[config.mk]
export PLATFORM = sky130hd
export DESIGN_NAME = pipeline_ctrl
export DESIGN_NICKNAME = d
export VERILOG_FILES = /design/src/rtl/pipeline_pkg.sv /design/src/rtl/hazard_detect.sv /design/src/rtl/pipeline_ctrl.sv
export SDC_FILE = /design/constraint.sdc
export NUM_CORES = 1
export LEC_CHECK = 0
export ABC_AREA = 0
export CAP_MARGIN = 10
export CORE_ASPECT_RATIO = 0.6
export CORE_MARGIN = 2
export CORE_UTILIZATION = 49
export CTS_BUF_LIST = sky130_fd_sc_hd__clkbuf_4 sky130_fd_sc_hd__clkbuf_8
export CTS_CLUSTER_DIAMETER = 80
export CTS_CLUSTER_SIZE = 8
export DETAILED_ROUTE_END_ITERATION = 8
export PLACE_DENSITY = 0.95
export SYNTH_ARGS = -nofsm -noshare
export SYNTH_HDL_FRONTEND = slang
export SYNTH_HIERARCHICAL = 1
export SYNTH_SLANG_ARGS = --single-unit
[constraint.sdc]
create_clock -name clk_i -period 8.85 [get_ports clk_i]
set_input_delay 1.77 -clock clk_i [delete_from_list [all_inputs] [get_ports clk_i]]
set_output_delay 1.77 -clock clk_i [all_outputs]
set_load 0.1 [all_outputs]
[src/rtl/pipeline_pkg.sv]
// Shared RV32I opcode constants and pipeline_ctrl FSM state encoding.
// Also used by decode and execute.
package pipeline_pkg;

    localparam logic [6:0] OP_LUI    = 7'b0110111;
    localparam logic [6:0] OP_AUIPC  = 7'b0010111;
    localparam logic [6:0] OP_JAL    = 7'b1101111;
    localparam logic [6:0] OP_JALR   = 7'b1100111;
    localparam logic [6:0] OP_BRANCH = 7'b1100011;
    localparam logic [6:0] OP_LOAD   = 7'b0000011;
    localparam logic [6:0] OP_STORE  = 7'b0100011;
    localparam logic [6:0] OP_IMM    = 7'b0010011;
    localparam logic [6:0] OP_REG    = 7'b0110011;

    typedef enum logic {
        StRun      = 1'b0,
        StRedirect = 1'b1
    } ctrl_state_e;

    // Every opcode reads rs1 except the three that only use an immediate or PC.
    function automatic logic uses_rs1(input logic [6:0] op);
        logic used;
        case (op)
            OP_LUI, OP_AUIPC, OP_JAL:                           used = 1'b0;
            OP_JALR, OP_BRANCH, OP_LOAD, OP_STORE, OP_IMM, OP_REG: used = 1'b1;
            default:                                            used = 1'b1;
        endcase
        return used;
    endfunction

    function automatic logic uses_rs2(input logic [6:0] op);
        return (op == OP_REG) || (op == OP_STORE) || (op == OP_BRANCH);
    endfunction

endpackage

[src/rtl/hazard_detect.sv]
// Combinational read-after-write hazard check for the instruction in decode.
// PIPELINE_CTRL_FORWARD_EN selects load-use-only checking (full forwarding).
module hazard_detect
    import pipeline_pkg::*;
(
    input  logic       d_valid_i,
    input  logic [6:0] d_opcode_i,
    input  logic [4:0] d_reg_s1_i,
    input  logic [4:0] d_reg_s2_i,
    input  logic       e_valid_i,
    input  logic [6:0] e_opcode_i,
    input  logic [4:0] e_reg_d_i,
    input  logic       m_valid_i,
    input  logic [4:0] m_reg_d_i,
    output logic       hazard_o
);

    logic use_s1;
    logic use_s2;
    logic e_match;

    assign use_s1 = uses_rs1(d_opcode_i);
    assign use_s2 = uses_rs2(d_opcode_i);

    assign e_match = (e_reg_d_i != 5'd0) &&
                     ((use_s1 && (d_reg_s1_i == e_reg_d_i)) ||
                      (use_s2 && (d_reg_s2_i == e_reg_d_i)));

`ifdef PIPELINE_CTRL_FORWARD_EN
    logic unused_m;
    assign unused_m = ^{m_valid_i, m_reg_d_i};

    assign hazard_o = d_valid_i && e_valid_i && (e_opcode_i == OP_LOAD) && e_match;
`else
    logic m_match;
    logic unused_e_op;
    assign unused_e_op = ^e_opcode_i;

    assign m_match = (m_reg_d_i != 5'd0) &&
                     ((use_s1 && (d_reg_s1_i == m_reg_d_i)) ||
                      (use_s2 && (d_reg_s2_i == m_reg_d_i)));

    assign hazard_o = d_valid_i && ((e_valid_i && e_match) || (m_valid_i && m_match));
`endif

endmodule

[src/rtl/pipeline_ctrl.sv]
// Stall/flush sequencer for the RV32I in-order pipeline, with a saturating stall counter.
// Build option PIPELINE_CTRL_FORWARD_EN (applied in hazard_detect) enables forwarding.
module pipeline_ctrl
    import pipeline_pkg::*;
#(
    parameter int unsigned CNT_W = 32
) (
    input  logic             clk_i,
    input  logic             rst_i,
    input  logic             d_valid_i,
    input  logic [6:0]       d_opcode_i,
    input  logic [4:0]       d_reg_s1_i,
    input  logic [4:0]       d_reg_s2_i,
    input  logic             e_valid_i,
    input  logic [6:0]       e_opcode_i,
    input  logic [4:0]       e_reg_d_i,
    input  logic             m_valid_i,
    input  logic [4:0]       m_reg_d_i,
    input  logic             e_jmp_do_i,
    input  logic             m_busy_i,
    output logic             stall_f_o,
    output logic             stall_d_o,
    output logic             stall_e_o,
    output logic             flush_d_o,
    output logic             flush_e_o,
    output logic [CNT_W-1:0] stall_cnt_o
);

    ctrl_state_e      state_q, state_d;
    logic [CNT_W-1:0] cnt_q, cnt_d;
    logic             hazard;

    hazard_detect u_hazard_detect (
        .d_valid_i  (d_valid_i),
        .d_opcode_i (d_opcode_i),
        .d_reg_s1_i (d_reg_s1_i),
        .d_reg_s2_i (d_reg_s2_i),
        .e_valid_i  (e_valid_i),
        .e_opcode_i (e_opcode_i),
        .e_reg_d_i  (e_reg_d_i),
        .m_valid_i  (m_valid_i),
        .m_reg_d_i  (m_reg_d_i),
        .hazard_o   (hazard)
    );

    always_comb begin
        state_d   = state_q;
        stall_f_o = 1'b0;
        stall_d_o = 1'b0;
        stall_e_o = 1'b0;
        flush_d_o = 1'b0;
        flush_e_o = 1'b0;
        if (!rst_i) begin
            case (state_q)
                StRun: begin
                    // A jump under M_BUSY stays held in execute and re-presents later.
                    if (m_busy_i) begin
                        stall_f_o = 1'b1;
                        stall_d_o = 1'b1;
                        stall_e_o = 1'b1;
                    end else if (e_jmp_do_i) begin
                        flush_d_o = 1'b1;
                        flush_e_o = 1'b1;
                        state_d   = StRedirect;
                    end else if (hazard) begin
                        stall_f_o = 1'b1;
                        stall_d_o = 1'b1;
                        flush_e_o = 1'b1;
                    end
                end
                StRedirect: begin
                    flush_d_o = 1'b1;
                    if (m_busy_i) begin
                        stall_f_o = 1'b1;
                        stall_d_o = 1'b1;
                        stall_e_o = 1'b1;
                    end else begin
                        state_d = StRun;
                    end
                end
                default: state_d = StRun;
            endcase
        end
    end

    always_comb begin
        cnt_d = cnt_q;
        if (stall_f_o && (cnt_q != {CNT_W{1'b1}})) begin
            cnt_d = cnt_q + 1'b1;
        end
    end

    always_ff @(posedge clk_i) begin
        if (rst_i) begin
            state_q <= StRun;
            cnt_q   <= '0;
        end else begin
            state_q <= state_d;
            cnt_q   <= cnt_d;
        end
    end

    assign stall_cnt_o = cnt_q;

endmodule

# == Word-level counts from Yosys, hierarchy flattened ==
# Index checks and enable logic that the tools add are counted.
# totals
ff_bits,33
input_bits,41
# classes
bitwise_logic,1
reduce_logical,18
n_addsub,1
n_eq_ne,11
muxes,17
# op_table
operator,n
"adder 32 x 1 -> 32 bit, second input constant",1
"!= test 32 bit, second input constant",1
"== test 7 x 6 -> 1 bit, second input constant",3
== test 5 bit,4
"== test 7 bit, second input constant",2
two-way mux 1 bit,14
logical AND 1 bit,10
nonzero test 5 bit,2
"== test 7 x 5 -> 1 bit, second input constant",1
one-hot mux 1 bit (2 select lines),3
logical OR 1 bit,5
OR reduction 3 bit,1
inverter 1 bit,1

# == Logic depth before layout (Yosys ltp) ==
# Gate-level depths: netlist of the first run.
# depth
word_depth,15
mapped_depth,11
ltp_nobuf,10

# == Modules after synthesis ==
# The synthesis of the first run kept the hierarchy.
# by_module_without_submodules
mod,seq_area_each_um2,area_per_inst_um2,instances,cells_per_inst
pipeline_ctrl,660.6,1702.9,1,197
hazard_detect,0.0,307.8,1,43

# == Worst setup path after synthesis of the first run ==
# Ideal clock, no wire load.
# synth_path
kind,input -> output
from,input port d_opcode_i[1]
to,output port flush_e_o
n_path_buf,0
t_arrival_ns,5.280
required_ns,7.080
setup_slack_ns,1.800
path_stages,7
path_cell_list,nand2_1 > a21oi_1 > and3_1 > a32oi_1 > o22ai_1 > nor2_1 > nor4_1
# synth_via
elab_chain_cells,14
word_cells_on_any_way,27
cone_classes,eq/ne: 6; mux: 6; reduce/logical: 15
# synth_rtl
item,line,text
from (decl),pipeline_ctrl.sv:11,"input logic [6:0] d_opcode_i,"
== test 7 x 6 -> 1 bit (tied with other cells),pipeline_pkg.sv:23,case (op)
OR reduction 3 bit or logical OR 1 bit (tied branches),"pipeline_pkg.sv:23, pipeline_pkg.sv:32",
two-way mux 1 bit or logical OR 1 bit (tied branches),"pipeline_pkg.sv:23, pipeline_pkg.sv:32",
"logical AND 1 bit, on equally long branches",n/a,
"logical OR 1 bit, on equally long branches","hazard_detect.sv:26, hazard_detect.sv:40",
"logical AND 1 bit, on equally long branches","hazard_detect.sv:25, hazard_detect.sv:39",
logical AND 1 bit,hazard_detect.sv:43,assign hazard_o = d_valid_i && ((e_valid_i && e_match) || (m_valid_i && m_match));
logical OR 1 bit (*),hazard_detect.sv:43,
logical AND 1 bit (*),hazard_detect.sv:43,
via hazard,pipeline_ctrl.sv:31,logic hazard;
two-way mux 1 bit (*),pipeline_ctrl.sv:65,end else if (hazard) begin
two-way mux 1 bit (*),pipeline_ctrl.sv:61,end else if (e_jmp_do_i) begin
two-way mux 1 bit (*),pipeline_ctrl.sv:57,if (m_busy_i) begin
two-way mux 1 bit (*),pipeline_ctrl.sv:54,case (state_q)
two-way mux 1 bit (*),pipeline_ctrl.sv:53,if (!rst_i) begin
to (decl),pipeline_ctrl.sv:25,"output logic flush_e_o,"
# The timed path passes the listed nets; every way through them passes the cells marked *.

# == Final worst setup path of the first run ==
# layout_path
from,input port m_reg_d_i[0]
to,output port stall_d_o
# layout_via
elab_chain_cells,12
word_cells_on_any_way,15
cone_classes,eq/ne: 2; mux: 5; reduce/logical: 8
# layout_rtl
item,line,text
from (decl),pipeline_ctrl.sv:18,"input logic [4:0] m_reg_d_i,"
"== test 5 bit, on equally long branches","hazard_detect.sv:40, hazard_detect.sv:41",
"logical AND 1 bit, on equally long branches","hazard_detect.sv:40, hazard_detect.sv:41",
logical OR 1 bit,hazard_detect.sv:40,((use_s1 && (d_reg_s1_i == m_reg_d_i)) ||
logical AND 1 bit (*),hazard_detect.sv:39,assign m_match = (m_reg_d_i != 5'd0) &&
logical AND 1 bit (*),hazard_detect.sv:43,
logical OR 1 bit (*),hazard_detect.sv:43,
logical AND 1 bit (*),hazard_detect.sv:43,
via hazard,pipeline_ctrl.sv:31,
two-way mux 1 bit (*),pipeline_ctrl.sv:65,
two-way mux 1 bit (*),pipeline_ctrl.sv:61,
two-way mux 1 bit (*),pipeline_ctrl.sv:57,
one-hot mux 1 bit (2 select lines) (*),pipeline_ctrl.sv:54,
two-way mux 1 bit (*),pipeline_ctrl.sv:53,
to (decl),pipeline_ctrl.sv:22,"output logic stall_d_o,"
# Marked as above.

==> results of run 1 <==
[cells in the final DEF (no fill, tap or decap), types with 3 or more instances in the layout]
master and count:
a2111oi_0 4, a211oi_1 4, a21oi_1 15, and3_1 3
clkbuf_8 5, clkdlybuf4s50_1 70, dfxtp_1 33, inv_1 8
mux2i_1 3, nand2_1 12, nand3_1 15, nand4_1 11
nor2_1 23, nor3_1 4, nor4_1 5, o211ai_1 3
o21ai_0 9, o31ai_1 3, or3_1 8, or4_1 5
xnor2_1 24, xor2_1 12
[worst max-delay path by stage]
stage	to	from	slack, ps
after detailed placement	stall_d_o	m_reg_d_i[0]	2030
after global routing	stall_d_o	d_reg_s1_i[0]	1820
after floorplan	flush_e_o	d_opcode_i[1]	1800
after global placement	stall_f_o	m_reg_d_i[0]	2150
after CTS	stall_d_o	m_reg_d_i[0]	2020
final	stall_d_o	m_reg_d_i[0]	1970
[power by group]
group | switching [mW] | total [mW] | internal, mW | leakage [nW]
Sequential | 0.00122 | 0.151 | 0.149 | 0.266
Combinational | 0.0325 | 0.0568 | 0.0243 | 0.584
Clock | 0.0569 | 0.114 | 0.0575 | 0.0484
Total | 0.0906 | 0.322 | 0.231 | 0.899
[through the flow]
step	cells	setup WS, ps	utilization [%]	hold slack, ps
2_1_floorplan	240	1800	-	462
3_3_place_gp	351	2150	71.9	488
3_5_place_dp	351	2030	71.9	504
4_1_cts	359	2020	74.2	516
5_1_grt	359	1820	74.2	535
6_report	359	1970	74.2	520
[state kept, by name, summed over array words and instances, names as in the netlist]
signal       flops
stall_cnt_o     32
state_q          1
[metal layers]
layer / GRT usage (%) / vias to the layer above / routed length [µm]
li1: - / 1039 / -
met1: 39.3 / 1039 / 2820
met2: 42.8 / 124 / 2740
met3: 5.83 / 24 / 581
met4: 11.5 / 0 / 155
met5: 0 / - / 0
[cell type report]
class | instances | area [µm²]
Inverter | 8 | 30.0
Sequential cell | 33 | 661
Timing Repair Buffer | 72 | 716
Fill cell | 253 | 983
Clock inverter | 2 | 10.0
Tap cell | 47 | 58.8
Multi-Input combinational cell | 191 | 1270
Clock buffer | 6 | 76.3
[logic make-up after synthesis]
kind of cell / share of synthesized area (%)
xor+xnor: 15.7
flops: 32.9
fa+ha+maj: 0.622
simple gates: 29.6
mux: 1.49
compound gates: 15.6
buf+inv: 4.17
==> summary.md, run 1 <==
| Metric | Value |
|---|---|
| GP Congestion | 0.901 |
| Status | completed |
| CTS H-tree depth | 2 |
| Final period util | 77.7% |
| IO buf count | 70 |
| Mean Syn Cell Area | 8.38 µm² |
| Yosys top cell by area | dfxtp_1 |
| Starting Density | 52.8% |
| FF-to-FF setup slack | 6240 ps |
| Synth warnings | 6 |
| Sequential area share after synthesis | 32.9% |
| Vias | 2226 |
| Count leader, synth | dfxtp_1 |
| DP HPWL | 4700 µm |
| Synth cell count leaders | 33 x dfxtp_1, 24 x xnor2_1, 23 x nor2_1, 15 x a21oi_1, 15 x nand3_1 |
| Max Freq | 145 MHz |
| Placement-stage cell area | 2740 µm² |
| Total length of routed wires | 6300 µm |
| Setup_tns | 0 ps |
| Critical Path RT | 7080 ps |
| Largest delay share family, worst path | buffers and inverters |
| Min-delay src | state_q |
| Die height | 53.6 µm |
| Worst-margin pin slew | 999 ps |
| Yosys top cell area share | 32.9% |
| Reg2Reg Capture Point | stall_cnt_o[19] |
| Post-CTS Setup Bufs | 0 |
| Largest net degree at the start of global routing | 36 |
| Worst Hold Path EP | state_q |
| RSZ-0062 raised after global routing | false |
| Final Skew | 7.25 ps |
| Synth Cell Area | 2010 µm² |
| Area contributors post-synth | dfxtp_1 33%, xnor2_1 10%, xor2_1 5.2% |
| Vias per cell | 6.20 |
| Post-synthesis cell count | 240 |
| Antenna cells | 0 |
| Syn nets | 282 |
| Crit path max fanout | 10 |
| Post-synthesis async set-or-reset flop share | 0% |
| CP startpoint kind | primary input |
| Slew Viols, Final | 0 |
| Overall routing resource usage | 28.1% |
| Root buffer cell | clkbuf_8 |
| VDD IR max | 59.8 µV |
| Critical path depth | 10 |
| Die ar. | 4650 µm² |
| Post-Layout Inst Area | 2820 µm² |
| Setup Viol. Count Final | 0 |
| EDFF count, synth | 0 |
| Final Hold Viols | 0 |
| Reg clk slew, reported paths | 60 ps |
| Antenna violations before repair | 0 |
| Clk buf depth | 2 |
| CP endpoint kind | output pin |
| Reg2reg start | stall_cnt_o[0] |
| Hold Path Stages | 1 |
| Number of gates resized after cts | 0 |
| First-pass GRT wire length | 9860 µm |
| CTS tree | yes |
| Skew-Pair Late Insertion Delay | 300 ps |
| Crit Path Category | primary input to output pin |
| Worst Path Buf+Inv | 3 |
| Leak Pwr | 0.899 nW |
| Pwr Total | 0.322 mW |
| Number of global-route vias before repair | 1976 |
| Cell Rows | 17 |
| Fraction of layout cells with a size suffix above 1 | 7.05% |
| CP max stage cell | clkdlybuf4s50_1 |
| #FFs+latches synth | 33 |
| Hold Path Class | flop to flop |
| Worst Reg-to-Reg Cells | 6 |
| Core area | 3810 µm² |
| CTS Buf Count | 5 |
| Number of max-cap violations | 0 |
| Drt wl/cell | 17.6 µm |
| Pwr/cell area | 114 nW/µm² |
| DR iter-0 viols | 209 |
| DRC Markers | 0 |
| # clock sinks | 33 |
| Arrival time worst endpoint | 5110 ps |
| DRT antenna net count | 0 |
| Slew margin rel. | 33.2% |
| Minimum clock period after layout | 6880 ps |
| Synth cell types | 49 |
| Area added between synthesis and finish | 40.4% |
| Nets | 353 |
| Worst stage delay on the critical path | 1140 ps |
| GRT overflow | 0 |
| Crit-path cells | clkdlybuf4s50_1 > xnor2_1 > nand3_1 > nor3_1 > a32oi_1 > o22ai_1 > nor3b_1 > o21ai_2 > inv_1 > clkdlybuf4s50_1 |
| Top Ports | 78 |
| Cts hold-fix bufs | 0 |
| Chip width | 86.7 µm |
| Detailed-router iteration count before antenna repair | 6 |
| Synth Flop Type | dfxtp_1 |
| CP dominant cell by count | clkdlybuf4s50_1 |
No activity file was read; power rests on OpenSTA's default activity.
==> run 2, diff against run 1 <==
- CORE_UTILIZATION: 49 -> 45
- PLACE_DENSITY: 0.95 -> 0.91
- clock period: 8.85 -> 7.2 ns (I/O delays scaled with it)
==> summary.md, run 2 (synthesis gave the netlist of run 1 again) <==
| Metric | Value |
|---|---|
| Reg clk slew, reported paths | 70 ps |
| Post-CTS Setup Bufs | 0 |
| Vias | 2159 |
| Area added between synthesis and finish | 41.3% |
| Drt wl/cell | 15.7 µm |
| Largest net degree at the start of global routing | 20 |
| Finished Core Util | 67.8% |
| Max FFs per register | 32 |
| Vias per cell | 5.80 |
| Clk buf depth | 2 |
| Antenna violations before repair | 0 |
| Top Ports | 78 |
| Commonest non-fill, non-tap cell in the layout | clkdlybuf4s50_1 |
| Crit Path Category | primary input to output pin |
| CTS H-tree depth | 2 |
| Number of gates resized after cts | 0 |
| Leak Pwr | 0.899 nW |
| Starting Density | 48.0% |
| Setup Viol. Count Final | 0 |
| Final period util | 86.7% |
| DP HPWL | 4550 µm |
| Final Hold Viols | 0 |
| Die ar. | 5040 µm² |
| DRC Markers | 0 |
| Total length of routed wires | 5850 µm |
| Max Freq | 160 MHz |
| Final worst slack | 956 ps |
| Status | completed |
| Cell-internal power | 0.284 mW |
| Detailed-router iteration count before antenna repair | 6 |
| Hold Path Class | flop to flop |
| Switch share | 28.1% |
| VDD IR max | 115 µV |
| DP Cell Count | 364 |
| Overall routing resource usage | 24.4% |
| First-pass GRT wire length | 9720 µm |
| Combinational share of power | 17.6% |
| CP startpoint kind | primary input |
| # clock sinks | 33 |
| CP endpoint kind | output pin |
| GP Congestion | 0.959 |
| Finished Layout Cells | 372 |
| Nets | 353 |
| CTS tree | yes |
| Setup_tns | 0 ps |
| Worst Path Buf+Inv | 3 |
| Final Skew | 7.73 ps |
| Met3 GRT Util | 6.23% |
| Slew margin rel. | 33.4% |
| Switch Pwr | 0.111 mW |
| GRT overflow | 0 |
| Chip width | 90.3 µm |
| Critical path depth | 10 |
| Pre-CTS setup slack | 1110 ps |
| Hold Path Stages | 2 |
| DRT antenna net count | 0 |
| Met2 Use GR | 33.8% |
| Minimum clock period after layout | 6240 ps |
| Crit-path cells | clkdlybuf4s50_1 > xnor2_1 > nand3_1 > nor3_1 > a32oi_1 > o22ai_1 > nor3b_1 > o21ai_2 > inv_1 > clkdlybuf4s50_1 |
| Pwr/cell area | 139 nW/µm² |
| RSZ-0062 raised after global routing | false |
| Die height | 55.8 µm |
| Antenna cells | 0 |
| Number of max-cap violations | 0 |
| Cts hold-fix bufs | 0 |
| Arrival time worst endpoint | 4800 ps |
| Crit path max fanout | 10 |
| Worst Reg-to-Reg Cells | 6 |
| Critical Path RT | 5760 ps |
| Skew-Pair Late Insertion Delay | 290 ps |
| CTS Buf Count | 5 |
| Root buffer cell | clkbuf_8 |
| Worst stage delay on the critical path | 1130 ps |
| Flop pwr share | 46.8% |
| Worst-margin pin slew | 995 ps |
| Cell Rows | 18 |
| Number of global-route vias before repair | 1925 |
| Worst hold slack | 513 ps |
| DR iter-0 viols | 210 |
| Slew Viols, Final | 0 |
| Core area | 4190 µm² |
| IO buf count | 70 |
| Largest delay share family, worst path | buffers and inverters |
| Most frequent cells in the layout | 70 x clkdlybuf4s50_1, 33 x dfxtp_1, 24 x xnor2_1 |
| Clock Power Share | 35.5% |
| Layer with the highest usage | met1 |
| Fraction of layout cells with a size suffix above 1 | 7.05% |
| CP max stage cell | clkdlybuf4s50_1 |
| CP dominant cell by count | clkdlybuf4s50_1 |
| Grt met1 use | 36.2% |
## run 2: cell counts in the layout (fill, tap and decap cells not counted)
No cell type changed its count.
## run 2: path summary, 6_finish.rpt
| path | start | end | slack (ps) |
|---|---|---|---|
| max | m_reg_d_i[0] | stall_d_o | 960 |
| min | stall_cnt_o[30] | stall_cnt_o[30] | 510 |
| max reg2reg | stall_cnt_o[0] | stall_cnt_o[17] | 4670 |
| min reg2reg | stall_cnt_o[30] | stall_cnt_o[30] | 510 |
## run 2: cell type report
cell class | count | area (µm²)
flip-flops and latches | 33 | 661
clock buffers | 6 | 76.3
well taps | 60 | 75.1
repair buffers | 72 | 716
multi-input cells | 191 | 1270
fillers | 350 | 1350
clock inverters | 2 | 10.0
inverters | 8 | 30.0
## run 2: layer usage
| layer | vias to the layer above | part of all wire (%) |
|---|---|---|
| met2 | 86 | 42 |
| li1 | 1042 | - |
| met3 | 11 | 7.3 |
| met4 | 0 | 1.3 |
| met5 | - | 0 |
| met1 | 1020 | 49 |
## run 2: through the flow
step,power (mW),cell area [µm²]
global route,0.412,2840
CTS,0.398,2840
detailed placement,0.258,2750
finish,0.395,2840
global placement,0.256,2750
floorplan,0.226,2010
## run 2: worst register-to-register path, cell delays in order, from the launching register on
cell	delay [ps]
dfxtp_1	430
ha_1	340
nand4_1	180
nor4_2	640
a211o_1	540
o21ai_0	180
a21oi_1	140
## run 2: power by group through the flow
stage          sequential (mW)  clock, mW  combinational, mW
5_1_grt                  0.185      0.153             0.0737
3_3_place_gp             0.189          0             0.0672
6_report                 0.185      0.141             0.0697
3_5_place_dp             0.189          0             0.0689
4_1_cts                  0.185      0.144             0.0691
2_1_floorplan            0.194          0             0.0319
==> run 3, diff against run 2 <==
- HOLD_SLACK_MARGIN: default -> 0.06
==> results of run 3 <==
No change in the layout: final DEF, timing and power equal those of run 2.
